[src/rtl/alu_8bit.sv]
// ---------------------------------------------------------------------------
// alu_8bit
// Eight-operation ALU with a registered result and registered flags.
// The result is formed combinationally from opcode/a/b and captured on every
// rising clk edge (one cycle of latency, no enable).
//
// Ports
//   clk       in   1  sole clock, rising edge
//   rst_n     in   1  asynchronous, active-low reset
//   opcode    in   3  000 ADD, 001 SUB, 010 AND, 011 OR, 100 XOR,
//                     101 NOT, 110 SHL, 111 SHR
//   a         in   5  operand A, unsigned, zero-extended to 8 bits
//   b         in   8  operand B, unsigned
//   data_out  out  8  registered result
//   zflag     out  1  registered zero flag (result == 0)
//   c         out  1  registered carry / no-borrow / shift-out flag
// ---------------------------------------------------------------------------
module alu_8bit (
  input  logic       clk,
  input  logic       rst_n,
  input  logic [2:0] opcode,
  input  logic [4:0] a,
  input  logic [7:0] b,
  output logic [7:0] data_out,
  output logic       zflag,
  output logic       c
);

  typedef enum logic [2:0] {
    OP_ADD = 3'b000,
    OP_SUB = 3'b001,
    OP_AND = 3'b010,
    OP_OR  = 3'b011,
    OP_XOR = 3'b100,
    OP_NOT = 3'b101,
    OP_SHL = 3'b110,
    OP_SHR = 3'b111
  } op_e;

  logic [7:0] a8;
  logic [2:0] sh_amt;
  logic [8:0] sum9;
  logic [8:0] diff9;
  logic [8:0] shl9;
  logic [8:0] shr9;

  logic [7:0] data_out_d, data_out_q;
  logic       zflag_d, zflag_q;
  logic       c_d, c_q;

  assign a8     = {3'b000, a};
  assign sh_amt = a[2:0];

  // Ninth bit catches carry-out (add) or borrow (subtract).
  assign sum9  = {1'b0, b} + {1'b0, a8};
  assign diff9 = {1'b0, b} - {1'b0, a8};

  // Shifting through a 9-bit window leaves the last bit shifted out in the
  // extra position: bit 8 for left shifts, bit 0 for right shifts. A zero
  // shift amount leaves that extra bit at its zero fill.
  assign shl9 = {1'b0, b} << sh_amt;
  assign shr9 = {b, 1'b0} >> sh_amt;

  always_comb begin
    data_out_d = 8'h00;
    c_d        = 1'b0;
    case (op_e'(opcode))
      OP_ADD: begin
        data_out_d = sum9[7:0];
        c_d        = sum9[8];
      end
      OP_SUB: begin
        data_out_d = diff9[7:0];
        c_d        = ~diff9[8];
      end
      OP_AND: data_out_d = b & a8;
      OP_OR:  data_out_d = b | a8;
      OP_XOR: data_out_d = b ^ a8;
      OP_NOT: data_out_d = ~b;
      OP_SHL: begin
        data_out_d = shl9[7:0];
        c_d        = shl9[8];
      end
      OP_SHR: begin
        data_out_d = shr9[8:1];
        c_d        = shr9[0];
      end
      default: begin
        data_out_d = 8'h00;
        c_d        = 1'b0;
      end
    endcase
    zflag_d = (data_out_d == 8'h00);
  end

  always_ff @(posedge clk or negedge rst_n) begin
    if (!rst_n) begin
      data_out_q <= 8'h00;
      zflag_q    <= 1'b0;
      c_q        <= 1'b0;
    end else begin
      data_out_q <= data_out_d;
      zflag_q    <= zflag_d;
      c_q        <= c_d;
    end
  end

  assign data_out = data_out_q;
  assign zflag    = zflag_q;
  assign c        = c_q;

endmodule

[config.mk]
export PLATFORM = sky130hd
export DESIGN_NAME = alu_8bit
export DESIGN_NICKNAME = d
export VERILOG_FILES = /design/src/rtl/alu_8bit.sv
export SDC_FILE = /design/constraint.sdc
export NUM_CORES = 1
export LEC_CHECK = 0
export BUFFER_PORTS_ARGS = -buffer_cell sky130_fd_sc_hd__buf_2
export CAP_MARGIN = 20
export CORE_MARGIN = 4
export CORE_UTILIZATION = 50
export CTS_BUF_LIST = sky130_fd_sc_hd__clkbuf_4
export DETAILED_ROUTE_END_ITERATION = 10
export GPL_TIMING_DRIVEN = 0
export PLACE_DENSITY_LB_ADDON = 0.05
export SYNTH_ARGS = -nofsm -noshare
export SYNTH_HDL_FRONTEND = slang
export SYNTH_SLANG_ARGS = --single-unit
[constraint.sdc]
create_clock -name clk -period 0.8 [get_ports clk]
set_input_delay 0.12 -clock clk [delete_from_list [all_inputs] [get_ports clk]]
set_output_delay 0.12 -clock clk [all_outputs]
set_load 0.01 [all_outputs]
==> impl_metrics.json, run 1 <==
{
  "status": "finished, violations left",
  "violations": "setup timing",
  "fin_total_pwr_uw": 2797,
  "cts_max_level": 1,
  "crit_chain": "buf_12 -> inv_12 -> ha_4 -> buf_12 -> nor2b_1 -> a211o_1 -> o221a_2 -> a221o_1 -> o22a_1 -> or3_4 -> nor4_4",
  "cp-start-kind": "input port",
  "cts_sinks": 10,
  "setup_viol": 20,
  "grt_pass1_wl_mm": 10.49,
  "holdCritPathClass": "input port to async pin",
  "fin_hold_ws_ns": 0.2413,
  "fin_area_um2": 2887,
  "relSlewSlack": 0.6638,
  "synth_edf_count": 0,
  "start_util": 0.5187,
  "grtUsageTotal": 0.2667,
  "ys.flop_type": "dfrtp_1",
  "cts_tree": "built",
  "path_clk_slew_ns": 0.06,
  "routedWlPerCell_um": 19.25,
  "portBuffers": 26,
  "synth.avg_cell_area_um2": 8.005,
  "antenna_found_initial": 0,
  "post_dp_cell_area_um2": 2340,
  "vias": 2139,
  "leakage_uw": 0.001260,
  "critPathCaptureType": "register",
  "cts_buffers": 3,
  "first_pass_iters": 4,
  "wl_mm": 6.662,
  "final.setup.worst_slack_ns": -1.242,
  "first_global_vias": 2066,
  "drc": 0,
  "drtIter0Drc": 263,
  "period_minus_slack_ns": 2.042,
  "row_count": 22,
  "finalSetupTns_ns": -8.671,
  "crit_slowest_cell": "or3_4",
  "yosysWarnings": 0,
  "fmax_mhz": 489.8,
  "synth_top_area_frac": 0.1308,
  "critical_path_class": "input port to register",
  "peakVddDrop_mv": 0.5132,
  "ys_seq_elements": 10,
  "p_per_area_nw_per_um2": 968.8,
  "ys_seq_area_frac": 0.1308,
  "cp_max_fo": 5,
  "root_buffer": "clkbuf_4",
  "synth_cells": 239,
  "drive_above_1_share": 0.4430,
  "crit_family": "compound AO/OA/AOI/OAI gates",
  "period_share": 2.552,
  "synth_cell_types": 62,
  "diodes": 0,
  "cp.depth": 11,
  "nFillCells": 267,
  "crit_top_cell": "buf_12",
  "hold_viol_final": 0,
  "cts_buffer_depth": 2,
  "worst-path-buf-inv": 3,
  "die-height_um": 69.86,
  "synth.top_cells.by_area": "dfrtp_1, ha_1, mux4_2",
  "drv_cap": 0,
  "synth_nets": 275,
  "drtAntennaViolNets": 0,
  "die_area_um2": 4880,
  "dp_slack_ns": -1.708,
  "pin_count": 28,
  "die_w_um": 69.86,
  "final-max-slew-violation-count": 0,
  "place.gp.congestion": 1.018,
  "netlist_area_um2": 1913,
  "vias_per_cell": 6.182,
  "cp.arrival_ns": 2.22,
  "areaGrowthSynthToFinish_pct": 50.88,
  "core-area_um2": 3689,
  "yosysTopAreaCell": "dfrtp_1",
  "max_stage_delay_ns": 0.35,
  "rsz0062_at_grt": "true",
  "grt_max_degree": 11,
  "hpwl_mm": 4.674,
  "nets": 335,
  "crit_required_ns": 0.97,
  "worstMarginPinSlew_ns": 0.5042,
  "synthArstFlopShare": 1.000,
  "overflow": 0
}
-- synthesized netlist by cell type (all sizes together), types with 5 or more instances --
library cell  number
a21oi              8
buf               12
clkbuf             7
dfrtp             10
ha                16
inv               15
mux2i             10
mux4               6
nand2             22
nand2b             5
nand3              5
nor2              18
nor2b              8
o21ai             16
xnor2              7
-- where the power goes --
part / internal, µW / leakage (µW) / switching [µW] / total [µW]
Sequential: 568 / 0.000123 / 14.4 / 582
Clock: 180 / 0.0000154 / 169 / 349
Combinational: 919 / 0.00112 / 946 / 1870
Total: 1670 / 0.00126 / 1130 / 2800
-- per-stage QoR --
| step | std cells | utilization |
|---|---|---|
| after global routing | 346 | 0.7826 |
| after detailed placement | 313 | 0.6343 |
| after CTS | 334 | 0.7222 |
| after floorplan | 239 | - |
| after global placement | 313 | 0.6343 |
| final | 346 | 0.7826 |
-- kinds of logic after synthesis --
kind of cell / after synthesis / share of synthesized area
multiplexers: 18 / 0.1387
AND/OR/NAND/NOR: 78 / 0.2106
XOR/XNOR: 8 / 0.03663
buffers and inverters: 35 / 0.08895
adder cells (fa/ha/maj): 18 / 0.1256
flip-flops: 10 / 0.1308
AO/OA/AOI/OAI: 72 / 0.2688
-- state kept, by name, summed over array words and instances (netlist names) --
name      cells
c             1
data_out      8
zflag         1
-- layout make-up --
cell class,instances,area [µm²],share of cell area
flip-flops and latches,10,250.2,0.08669
clock inverters,1,3.754,0.001300
clock buffers,3,22.52,0.007802
repair buffers,58,500.5,0.1734
inverters,16,121.4,0.04205
plain buffers,16,116.4,0.04031
multi-input cells,194,1812,0.6277
well taps,48,60.06,0.02081
-- layout by cell type, fill, tap and decap left out, types with 3 or more instances in the layout --
cell      synthesis  layout
buf_4             5      27
nand2_1          22      21
buf_2             4      19
nor2_1           18      18
o21ai_0          16      14
dfrtp_1          10      10
buf_6             2       9
mux2i_1          10       7
a21oi_1           8       7
ha_1             16       7
ha_4              0       7
clkbuf_2          0       6
inv_2             2       6
xnor2_1           7       6
mux4_2            6       6
buf_8             0       6
nand2b_1          5       5
nor2b_1           8       5
buf_12            0       4
inv_1            13       4
nand3_1           5       4
a31oi_1           3       3
o221ai_1          4       3
a21o_1            3       3
clkbuf_4          0       3
-- routing by layer --
metal / global-route usage / up-vias / wire, µm / part of all wire
met1: 0.3454 / 1009 / 2720 / 0.41
li1: - / 1000 / - / -
met2: 0.4502 / 107 / 3157 / 0.47
met3: 0.03885 / 23 / 548 / 0.082
met4: 0.09362 / 0 / 235 / 0.035
met5: 0 / - / 0 / 0
-- worst max-delay path by stage --
| stage | start | to | slack, ns |
|---|---|---|---|
| floorplan | a[0] | zflag | -1.18 |
| global placement | b[4] | zflag | -1.72 |
| detailed placement | b[4] | zflag | -1.71 |
| CTS | b[0] | zflag | -1.21 |
| global route | a[1] | zflag | -1.32 |
| finish | b[4] | zflag | -1.24 |
-- repair_timing --
action                                  4_1_cts  5_1_grt
hold buffers                                  1        0
endpoints found under the hold margin        10        0
pin swaps                                    21       21
endpoints found under the setup margin       20       20
resized for setup                            46       30
buffers inserted                             18       17
(Power assumes the default switching activity.)
==> inputs of run 2 (changes only) <==
--- a/config.mk
+++ b/config.mk
@@ -5,14 +5,15 @@
 export SDC_FILE = /design/constraint.sdc
 export NUM_CORES = 1
 export LEC_CHECK = 0
-export BUFFER_PORTS_ARGS = -buffer_cell sky130_fd_sc_hd__buf_2
 export CAP_MARGIN = 20
 export CORE_MARGIN = 4
 export CORE_UTILIZATION = 50
 export CTS_BUF_LIST = sky130_fd_sc_hd__clkbuf_4
 export DETAILED_ROUTE_END_ITERATION = 10
+export DONT_BUFFER_PORTS = 1
 export GPL_TIMING_DRIVEN = 0
 export PLACE_DENSITY_LB_ADDON = 0.05
+export SLEW_MARGIN = 0
 export SYNTH_ARGS = -nofsm -noshare
 export SYNTH_HDL_FRONTEND = slang
 export SYNTH_SLANG_ARGS = --single-unit
==> constraint.sdc (replaced) <==
create_clock -name clk -period 2.6 [get_ports clk]
set_input_delay 0.39 -clock clk [delete_from_list [all_inputs] [get_ports clk]]
set_output_delay 0.39 -clock clk [all_outputs]
set_load 0.01 [all_outputs]
==> run 2 against run 1 <==
  * The run now ends clean
  * Cell area down 30%
  * Power shrank 78%
  * Non-clock buffer count is 54 lower
  * Largest power group unchanged
  * Critical path depth decreased by 2
==> impl_metrics.json, run 2 (synthesized netlist as in run 1, its figures left out) <==
{
  "hpwl_mm": 4.595,
  "cp.depth": 9,
  "start_util": 0.5187,
  "seq_power_share": 0.307,
  "grt_max_degree": 11,
  "final-max-slew-violation-count": 0,
  "cp_max_fo": 7,
  "status": "finished, final reports clean",
  "cp-start-kind": "input port",
  "comb_power_share": 0.528,
  "nets": 281,
  "cp.arrival_ns": 2.64,
  "final_cell_mix": "nand2_1, nor2_1, o21ai_0",
  "core-area_um2": 3689,
  "period_share": 0.9546,
  "drtIter0Drc": 249,
  "wl_mm": 5.747,
  "path_clk_slew_ns": 0.06,
  "nFillCells": 397,
  "drc": 0,
  "crit_chain": "clkinv_1 -> ha_2 -> nor3_1 -> a2111oi_2 -> nor2_1 -> o311ai_1 -> nand2_1 -> or3_1 -> nor4_2",
  "multi_input_area_um2": 1510,
  "worstMarginPinSlew_ns": 0.6920,
  "internal_power_uw": 374.4,
  "root_buffer": "clkbuf_4",
  "crit_required_ns": 2.76,
  "drtAntennaViolNets": 0,
  "cts_buffer_depth": 2,
  "portBuffers": 0,
  "clockPowerShare": 0.165,
  "cts_tree": "built",
  "post_cts_buffers": 0,
  "crit_slowest_cell": "ha_2",
  "areaGrowthSynthToFinish_pct": 5.951,
  "die_w_um": 69.86,
  "critPathCaptureType": "register",
  "post_dp_cell_area_um2": 1973,
  "crit_family": "simple AND/OR/NAND/NOR gates",
  "pin_count": 28,
  "diodes": 0,
  "relSlewSlack": 0.5326,
  "fin_area_um2": 2027,
  "antenna_found_initial": 0,
  "finalSetupTns_ns": 0,
  "routedWlPerCell_um": 19.68,
  "leakage_uw": 0.0008753,
  "largest_register_ffs": 8,
  "switching_power_uw": 252.1,
  "setup_viol": 0,
  "overflow": 0,
  "cts_buffers": 3,
  "drive_above_1_share": 0.1270,
  "seqCellArea_um2": 250.2,
  "layout_commonest_cell": "nand2_1",
  "first_global_vias": 1787,
  "sw_frac_of_total": 0.4024,
  "row_count": 22,
  "vias_per_cell": 6.579,
  "drv_cap": 0,
  "max_stage_delay_ns": 0.50,
  "die-height_um": 69.86,
  "hold_viol_final": 0,
  "cts_sinks": 10,
  "holdCritPathClass": "input port to async pin",
  "vias": 1921,
  "critical_path_class": "input port to register",
  "fmax_mhz": 402.9,
  "place.gp.congestion": 0.9103,
  "first_pass_iters": 4,
  "die_area_um2": 4880,
  "p_per_area_nw_per_um2": 309.1,
  "grt_pass1_wl_mm": 9.349,
  "peakVddDrop_mv": 0.1372,
  "grtUsageTotal": 0.2363,
  "cts_max_level": 1,
  "worst-path-buf-inv": 1,
  "period_minus_slack_ns": 2.482
}
[run 2: changes by cell type in the layout (fill, tap and decap cells not counted), moves of 3 or more]
| cell | delta |
|---|---|
| buf_4 | -22 |
| buf_2 | -15 |
| inv_1 | +9 |
| ha_1 | +8 |
| buf_6 | -7 |
| ha_4 | -7 |
| buf_8 | -6 |
| clkbuf_2 | -6 |
| clkbuf_1 | +5 |
| buf_12 | -4 |
| inv_2 | -4 |
| mux2i_1 | +3 |
| nor2b_1 | +3 |
[run 2: layer usage]
| metal | vias up | wire length, µm | GRT usage |
|---|---|---|---|
| li1 | 896 | - | - |
| met1 | 924 | 2448 | 0.3357 |
| met2 | 91 | 2675 | 0.3715 |
| met4 | 0 | 128 | 0.07234 |
| met3 | 10 | 494 | 0.03022 |
| met5 | - | 0 | 0 |
[run 2: stage by stage]
step | std cells | util | worst slack, ns | hold slack [ns] | power [µW]
finish | 292 | 0.5495 | 0.1180 | 0.5021 | 626.4
global route | 292 | 0.5495 | -0.002085 | 0.5365 | 671.2
CTS | 292 | 0.5451 | 0.01745 | 0.5060 | 620.7
detailed placement | 287 | 0.5349 | -0.3620 | 0.09462 | 510.7
global placement | 287 | 0.5349 | -0.3614 | 0.09462 | 510.7
floorplan | 239 | - | 0.1445 | 0.09441 | 441.7
[run 2: final timing paths]
check	startpoint	endpoint
min in group clk	opcode[2]	c
min	rst_n	data_out[6]
max	a[2]	zflag
max in group asynchronous	rst_n	data_out[3]
[run 2: cell type report]
type / count / share of cell area
inverter: 16 / 0.02963
clock inverter: 1 / 0.001852
sequential: 10 / 0.1235
multi-input combinational: 194 / 0.7451
timing repair buffer: 1 / 0.004938
tap: 48 / 0.02963
clock buffer: 3 / 0.01111
buffer: 19 / 0.05432
[run 2: power by group through the flow]
stage | Combinational (µW) | Sequential (µW) | Clock (µW)
after global placement | 315 | 195 | 0
after detailed placement | 315 | 196 | 0
final | 331 | 192 | 103
after floorplan | 248 | 194 | 0
after CTS | 321 | 193 | 107
after global routing | 361 | 194 | 117
[run 2: repair_timing]
item,4_1_cts,5_1_grt
setup endpoints to repair,1,1
hold buffers,1,0
endpoints found under the hold margin,10,0
gates resized for setup,1,4
==> inputs of run 3 (changes only) <==
--- a/config.mk
+++ b/config.mk
@@ -7,7 +7,7 @@
 export LEC_CHECK = 0
 export CAP_MARGIN = 20
 export CORE_MARGIN = 4
-export CORE_UTILIZATION = 50
+export CORE_UTILIZATION = 30
 export CTS_BUF_LIST = sky130_fd_sc_hd__clkbuf_4
 export DETAILED_ROUTE_END_ITERATION = 10
 export DONT_BUFFER_PORTS = 1
==> run 3 against run 2 <==
  * Die area increased by 58%
  * Hold slack improved by 0.0023 ns
  * Largest power group unchanged
  * Largest cell class unchanged
  * Sequential power about the same
  * Non-clock buffer count unchanged
==> impl_metrics.json, run 3 (synthesized netlist as in run 1, its figures left out) <==
{
  "portBuffers": 0,
  "p_per_area_nw_per_um2": 302.1,
  "drtAntennaViolNets": 0,
  "hold_viol_final": 0,
  "leakage_uw": 0.0008783,
  "antenna_found_initial": 0,
  "drtIter0Drc": 184,
  "fmax_mhz": 406.0,
  "critical_path_class": "input port to register",
  "holdCritPathClass": "input port to async pin",
  "final-max-slew-violation-count": 0,
  "cp-start-kind": "input port",
  "grt_pass1_wl_mm": 10.23,
  "status": "finished, final reports clean",
  "largest_register_ffs": 8,
  "cts_buffer_depth": 2,
  "setup_viol": 0,
  "path_clk_slew_ns": 0.06,
  "clockPowerShare": 0.149,
  "die_w_um": 87.86,
  "start_util": 0.3156,
  "grt_max_degree": 11,
  "pin_count": 28,
  "post_cts_buffers": 0,
  "final_cell_mix": "nand2_1, nor2_1, o21ai_0",
  "diodes": 0,
  "nets": 281,
  "die_area_um2": 7719,
  "routedWlPerCell_um": 20.19,
  "final.setup.worst_slack_ns": 0.1370,
  "die-height_um": 87.86,
  "cts_buffers": 3,
  "layout_commonest_cell": "nand2_1",
  "critPathCaptureType": "register",
  "period_share": 0.9473,
  "wl_mm": 6.422,
  "peakVddDrop_mv": 0.2211,
  "cts_max_level": 1,
  "vias": 1894,
  "drv_cap": 0,
  "rsz0062_at_grt": "false",
  "internal_power_uw": 377.8,
  "relSlewSlack": 0.4158,
  "seq_power_share": 0.303,
  "root_buffer": "clkbuf_4",
  "vias_per_cell": 5.956,
  "overflow": 0,
  "crit_required_ns": 2.76,
  "first_pass_iters": 4,
  "dp.cells": 314,
  "cp.arrival_ns": 2.62,
  "dp_slack_ns": -0.3922,
  "drc": 0,
  "cts_tree": "built",
  "finalSetupTns_ns": 0,
  "switching_power_uw": 255.3,
  "hpwl_mm": 5.146,
  "period_minus_slack_ns": 2.463,
  "cts_sinks": 10,
  "drive_above_1_share": 0.1358,
  "cp_max_fo": 6,
  "worstMarginPinSlew_ns": 0.8650,
  "fin_hold_ws_ns": 0.5044,
  "place.gp.congestion": 0.8373,
  "areaGrowthSynthToFinish_pct": 9.549,
  "grtUsageTotal": 0.1707,
  "row_count": 28,
  "sw_frac_of_total": 0.4033,
  "core-area_um2": 6061,
  "first_global_vias": 1871,
  "comb_power_share": 0.548,
  "fin_cells": 318
}
## run 3: cell type report
cell class,count,area (µm²)
repair buffers,1,10.01
flip-flops and latches,10,250.2
clock buffers,3,22.52
inverters,16,63.81
fillers,663,3965
plain buffers,19,110.1
multi-input cells,194,1545
well taps,75,93.84
## run 3: worst paths after layout
| path | from | to | slack, ns | cells after the start |
|---|---|---|---|---|
| max | b[0] | zflag | 0.14 | 11 |
| min | rst_n | data_out[2] | 0.50 | 1 |
| max in group asynchronous | rst_n | zflag | 1.81 | 1 |
| min in group clk | opcode[2] | c | 0.53 | 4 |
## run 3: worst max-delay path: stages
cell     delay [ns]
inv_1          0.09
ha_1           0.23
inv_1          0.07
fa_1           0.40
nor2b_1        0.17
o31ai_2        0.29
xnor2_1        0.16
nor2_1         0.05
o22a_1         0.23
or3_1          0.33
nor4_2         0.20
## run 3: timing repair
action | in CTS | in global routing
setup endpoints to repair | 1 | 1
endpoints found under the hold margin | 10 | 0
gates resized for setup | 2 | 8
gates cloned | 0 | 0
hold buffers | 1 | 0
## run 3: routing by layer
layer	track usage	share of wire
met2	0.2678	0.46
met3	0.01599	0.054
met4	0.07392	0.032
met1	0.2371	0.46
met5	0	0
## run 3: power groups by stage
stage                     Clock (µW)  Combinational, µW  Sequential, µW
after floorplan                    0                248             194
after global placement             0                333             195
after detailed placement           0                323             195
after CTS                       98.5                331             192
after global routing             107                384             194
final                           94.3                347             192
## run 3: metrics by stage
stage	util	area [µm²]	total power, µW
5_1_grt	0.3458	2096	685.3
6_report	0.3458	2096	633.1
4_1_cts	0.3375	2046	621.8
3_3_place_gp	0.3311	2007	527.8
2_1_floorplan	-	1913	441.7
3_5_place_dp	0.3311	2007	518.2
